### config.mk
export PLATFORM = sky130hd
export DESIGN_NAME = fp_addsub_ci
export DESIGN_NICKNAME = d
export VERILOG_FILES = /design/src/rtl/fp_addsub_ci.sv
export SDC_FILE = /design/constraint.sdc
export NUM_CORES = 1
export LEC_CHECK = 0
export ABC_AREA = 0
export CORE_UTILIZATION = 43
export CTS_BUF_LIST = sky130_fd_sc_hd__clkbuf_4
export DETAILED_ROUTE_END_ITERATION = 8
export GPL_ROUTABILITY_DRIVEN = 0
export PLACE_DENSITY = 0.83
export RECOVER_POWER = 25
export SLEW_MARGIN = 20
export SYNTH_ARGS = -nofsm -noshare
export SYNTH_HDL_FRONTEND = slang
export SYNTH_SLANG_ARGS = --single-unit
export TNS_END_PERCENT = 30
### constraint.sdc
create_clock -name clk -period 4.9 [get_ports clk]
set_clock_uncertainty 0.1 [all_clocks]
set_input_delay 1.225 -clock clk [delete_from_list [all_inputs] [get_ports clk]]
set_output_delay 1.225 -clock clk [all_outputs]
set_load 0.02 [all_outputs]
### src/rtl/fp_addsub_ci.sv
// fp_addsub_ci -- Nios II custom-instruction wrapper around an external
// pipelined fp_add_sub unit (IEEE-754 single precision).
//
// Ports:
//   clk        : single clock, rising edge
//   reset      : asynchronous active-high reset
//   clk_en     : custom-instruction clock enable; qualifies start only
//   start      : instruction request (sampled only when clk_en=1)
//   n[1:0]     : opcode 0=add, 1=sub, 2=accumulate, 3=read-and-clear acc
//   dataa      : operand A
//   datab      : operand B
//   done       : one-cycle completion strobe
//   result     : instruction result, held until the next completion
//   fpu_dataa  : registered operand to fp_add_sub.dataa
//   fpu_datab  : registered operand to fp_add_sub.datab
//   fpu_result : fp_add_sub.result
//   dbg_state  : current FSM state (0=IDLE, 1=BUSY, 2=DONE)
//
// Handshake: a request is accepted on a rising edge where the FSM is not
// BUSY and clk_en=1 and start=1. Exactly one done pulse follows each
// accepted request; requests made while BUSY are dropped, not queued.
// The FPU pipeline is free-running, so clk_en never stalls an operation.

module fp_addsub_ci #(
  parameter int LATENCY = 7
) (
  input  logic        clk,
  input  logic        reset,
  input  logic        clk_en,
  input  logic        start,
  input  logic [1:0]  n,
  input  logic [31:0] dataa,
  input  logic [31:0] datab,
  output logic        done,
  output logic [31:0] result,
  output logic [31:0] fpu_dataa,
  output logic [31:0] fpu_datab,
  input  logic [31:0] fpu_result,
  output logic [1:0]  dbg_state
);

  typedef enum logic [1:0] {
    IDLE = 2'd0,
    BUSY = 2'd1,
    DONE = 2'd2
  } state_t;

  localparam logic [3:0] LAT4 = 4'(LATENCY);

  state_t      r_state;
  logic [3:0]  r_cnt;
  logic [1:0]  r_n;
  logic [31:0] r_acc;
  logic        r_done;
  logic [31:0] r_result;
  logic [31:0] r_fpu_a;
  logic [31:0] r_fpu_b;

  logic        w_accept;
  logic        w_last;

  assign w_accept = (r_state != BUSY) && clk_en && start;
  // Read-and-clear finishes on the first BUSY edge; FPU ops wait until the
  // counter has seen LATENCY+1 edges so the pipeline output is valid.
  assign w_last   = (r_n == 2'd3) || (r_cnt == LAT4);

  always_ff @(posedge clk or posedge reset) begin
    if (reset) begin
      r_state  <= IDLE;
      r_cnt    <= 4'd0;
      r_n      <= 2'd0;
      r_acc    <= 32'd0;
      r_done   <= 1'b0;
      r_result <= 32'd0;
      r_fpu_a  <= 32'd0;
      r_fpu_b  <= 32'd0;
    end else begin
      r_done <= 1'b0;
      case (r_state)
        IDLE, DONE: begin
          if (w_accept) begin
            r_n     <= n;
            r_cnt   <= 4'd0;
            r_state <= BUSY;
            case (n)
              2'd0: begin
                r_fpu_a <= dataa;
                r_fpu_b <= datab;
              end
              2'd1: begin
                // Pure sign flip: NaNs are passed through with flipped sign.
                r_fpu_a <= dataa;
                r_fpu_b <= {~datab[31], datab[30:0]};
              end
              2'd2: begin
                r_fpu_a <= r_acc;
                r_fpu_b <= dataa;
              end
              default: begin
                // Read-and-clear leaves the FPU operands untouched.
              end
            endcase
          end else begin
            r_state <= IDLE;
          end
        end
        BUSY: begin
          if (w_last) begin
            r_done  <= 1'b1;
            r_state <= DONE;
            if (r_n == 2'd3) begin
              r_result <= r_acc;
              r_acc    <= 32'd0;
            end else begin
              r_result <= fpu_result;
              if (r_n == 2'd2) begin
                r_acc <= fpu_result;
              end
            end
          end else begin
            r_cnt <= r_cnt + 4'd1;
          end
        end
        default: begin
          r_state <= IDLE;
        end
      endcase
    end
  end

  assign done      = r_done;
  assign result    = r_result;
  assign fpu_dataa = r_fpu_a;
  assign fpu_datab = r_fpu_b;
  assign dbg_state = r_state;

endmodule
# ---- Word-level counts from Yosys, hierarchy flattened
# Index checks and enable logic that the tools add are counted.
# Widths: inputs -> output; s select.
dict set report classes {
  n_addsub 1
  eq_ne 11
  muxes 13
  bitwise_logic 1
  reduce_logical 17
}
# op n
set op_table {}
lappend op_table {{$mux 32} 3}
lappend op_table {{$pmux 32 s3} 1}
lappend op_table {{$pmux 32 s2} 1}
lappend op_table {{$reduce_and 3->1} 4}
lappend op_table {{$eq 2x2->1 const B} 4}
lappend op_table {{$mux 4} 2}
lappend op_table {{$pmux 4 s2} 1}
lappend op_table {{$ne 2x2->1 const B} 3}
lappend op_table {{$reduce_bool 2->1} 3}
lappend op_table {{$add 4x1->4 const B} 1}
lappend op_table {{$eq 2x1->1 const B} 2}
lappend op_table {{$eq 4x3->1 const B} 1}
lappend op_table {{$logic_not 2->1} 2}
lappend op_table {{$pmux 2 s2} 1}
lappend op_table {{$reduce_and 2->1} 2}
lappend op_table {{$reduce_or 2->1} 2}
lappend op_table {{$mux 1} 3}
lappend op_table {{$reduce_bool 3->1} 1}
lappend op_table {{$logic_and 1x1->1} 2}
lappend op_table {{$mux 2} 1}
lappend op_table {{$ne 2x1->1 const B} 1}
lappend op_table {{$logic_or 1x1->1} 1}
lappend op_table {{$not 1->1} 1}
dict set report totals {
  reg_bits 137
  inputBits 102
  output_inout_bits 99
  wordCells 51
}

# ---- Logic depth before layout (Yosys ltp)
dict set report logic_depth {
  depth_word 5
  ltp_mapped 7
  ltp_nobuf 5
}

# ---- Worst setup path after synthesis
# No wires, ideal clock.
dict set report synth_path {
  path_kind {input to register}
  start {input port n[0]}
  end {register r_fpu_b[12], in the netlist fpu_datab[12]}
  setup_time_ns 0.137
  arrival_ns 2.400
  slack_ns 2.262
  path_stages 7
  path_buffers 2
  path_cell_list {inv_1 -> ha_1 -> or2_2 -> clkbuf_1 -> clkbuf_1 -> a22oi_1 -> a21oi_1}
}
dict set report synth_via {
  elab_chain_cells 3
  word_cells_on_any_way 6
  cone_classes {eq/ne: 2; mux: 1; reduce/logical: 3}
}
# item line
set synth_rtl {}
lappend synth_rtl {{from (decl)} 31} ;# input logic [1:0] n,
lappend synth_rtl {{$eq 2x2->1 (tied with other cells)} 85} ;# case (n)
lappend synth_rtl {{$reduce_bool 3->1 (no line)} -}
lappend synth_rtl {{$reduce_and 3->1 (no line)} -}
lappend synth_rtl {{to (signal assigned)} 88} ;# r_fpu_b <= datab;
lappend synth_rtl {{to (signal assigned)} 93} ;# r_fpu_b <= {~datab[31], datab[30:0]};
lappend synth_rtl {{to (signal assigned)} 97} ;# r_fpu_b <= dataa;
lappend synth_rtl {{to (decl)} 57} ;# logic [31:0] r_fpu_b;
# Parallel ways exist; a longest one is shown, timed or not.
# A chain may end at the register's enable or synchronous reset.

# ---- Worst setup path after layout
dict set report layout_path {
  start {register r_n[0]}
  end {register r_acc[23]}
}
dict set report layout_via {
  elab_chain_cells 3
  word_cells_on_any_way 6
  cone_classes {eq/ne: 2; mux: 1; reduce/logical: 3}
}
# item line
set layout_rtl {}
lappend layout_rtl {{from (decl)} 52} ;# logic [1:0] r_n;
lappend layout_rtl {{from (signal assigned)} 82} ;# r_n <= n;
lappend layout_rtl {{$eq 2x2->1 (on tied branches)} {65, 111, 116}}
lappend layout_rtl {{$reduce_bool 2->1 (no line) / $logic_or 1x1->1 (equally long branches)} -}
lappend layout_rtl {{$reduce_and 3->1 (no line)} -}
lappend layout_rtl {{to (signal assigned)} 117} ;# r_acc <= fpu_result;
lappend layout_rtl {{to (decl)} 53} ;# logic [31:0] r_acc;
# Parallel ways exist; a longest one is shown, timed or not.

==> out/metrics.yaml <==
status: "finished, final reports clean"
die_area_um2: 15100
path_clk_slew_ps: 110
post_cts_resized: 0
cts_buffers: 17
cts_hold_buf: 0
dpl.cell_count: 877
p_per_area_nw_per_um2: 625
htreeDepth: 4
io_buffers: 200
dp_hpwl_mm: 12.6
finalNetCount: 822
grt_util_met1_pct: 29.7
grt_pass1_vias: 5255
via_per_inst: 5.49
period_needed_ps: 3120
numClockSinks: 137
fmax_ghz: 0.321
die_h_um: 123
clk_latency_ps: 560
fin_crit_sh_pct: 63.7
use_met2_pct: 39.8
final_cells: 910
max_cap_viol_count: 0
relSlewSlack_pct: 26.8
synth_edf_count: 0
crit_start: "r_n[0]"
ys_ff_latch: 137
synthesis.area_um2: 6280
whs_ps: 420
async_flop_share_pct: 100
synth.distinct_cells: 40
tightest_slew_ps: 1090
drt_iter0_drc: 216
crit_path_end_kind: "register"
antenna_found_initial: 1
cts_setup_buffers: 0
wl_mm: 17.6
cts_tree: "done"
area_growth_pct: 38.3
clock_path_buffers: 2
gr-usage-met3_pct: 5.63
max_stage_delay_ps: 980
ys.flop_type: "dfrtp_1"
design_area_um2: 8690
p_leak_nw: 3.63
synth_nets: 634
io_pins: 201
hold_violations: 0
layout_common_cells: "clkdlybuf4s50_1, dfrtp_1, mux2_2"
criticalPathCategory: "reg2reg"
top_usage_layer: "met2"
irDropWorstVdd_uv: 353
drt_first_pass_iters: 4
syn_inst: 528
finalPower_mw: 5.44
path_cells: "nand2_2, buf_4, a211oi_4, mux2_2"
finalSetupViolCount: 0
rrSetupSlack_ps: 1780
drive_gt1_share_pct: 17.7
syn-mean-instance-area_um2: 11.9
vias: 4999
overflow: 0
grt_pass1_wl_mm: 27.2
final_common_cell: "clkdlybuf4s50_1"
grt_use_total_pct: 24.5
critPathSlowestCell: "dfrtp_1"
dpl-instance-area_um2: 8410
maxSlewViolCount: 0
start_kind: "register"
setup_tns_ps: 0
path_buf_inv: 1
cts_root_buf: "clkbuf_4"
r2r_start: "r_n[0]"
crit_required_ps: 5250
std_cell_rows: 43
die_x_um: 123
rsz0062_at_grt: "no"
crit_fanout: 37
crit_family: "flip-flops"
drc: 0
core_um2: 14000
grt_max_degree: 97
start_util_pct: 44.8
synth_seq_area_share_pct: 54.5
hp-class: "reg2reg"
min_from: "result[22]"
antenna_left: 0
yosysWarningCount: 0
arrival_ps: 3470
wl_per_cell_um: 19.3
[state kept, by name, indices dropped and copies added, names as in the netlist]
signal	cells
result	32
dbg_state	2
fpu_dataa	32
r_acc	32
fpu_datab	32
done	1
r_cnt	4
r_n	2
[per-layer routing]
metal	vias up	wire length (um)
met5	-	0
met4	0	835
met3	57	1010
met2	183	8650
met1	2474	7050
li1	2285	-
[cells in the mapped netlist, drive strengths merged, types with 7 or more instances]
cell type | instances | area [um2]
a21oi | 65 | 337
a22oi | 31 | 233
a32o | 16 | 160
buf | 21 | 141
clkbuf | 19 | 81.3
dfrtp | 137 | 3430
inv | 7 | 26.3
mux2 | 80 | 901
mux2i | 34 | 340
nand2 | 8 | 32.5
nor2 | 63 | 236
nor2b | 18 | 113
[worst register-to-register path, cell delays in order (launching register included)]
cell and delay, ps:
dfrtp_1 980, nand2_2 160, buf_4 350, a211oi_4 980
mux2_2 430
[logic make-up after synthesis]
family	synth area share, %
flip-flops	54.5
AO/OA/AOI/OAI	13.2
multiplexers	19.7
AND/OR/NAND/NOR	7.78
buffers and inverters	3.96
adder cells (fa/ha/maj)	0.796
[worst paths after layout]
path,to,depth (start not counted)
setup / recovery,r_acc[23],4
min in group asynchronous,fpu_dataa[23],2
hold reg to reg,result[22],1
hold / removal,result[22],1
setup reg to reg,r_acc[23],4
max in group asynchronous,r_acc[11],3
[cell type report]
cell class	instances	area, um2
Multi-Input combinational cell	344	2630
Clock buffer	21	158
Sequential cell	137	3430
Tap cell	180	225
Antenna cell	1	2.50
Clock inverter	11	129
Inverter	7	27.5
Timing Repair Buffer	209	2090
Fill cell	1105	5350
[power breakdown]
group | internal (mW) | switching (mW)
clock network | 0.368 | 0.388
logic | 1.31 | 1.29
registers | 1.67 | 0.403
[per-stage QoR]
stage               worst slack, ps  utilization [%]
floorplan                      1870                -
global placement               1530             59.9
detailed placement             1420             59.9
CTS                            1770             61.9
global route                   1600             61.9
finish                         1780             61.9
Note: power is estimated with default switching activity, not from simulation.
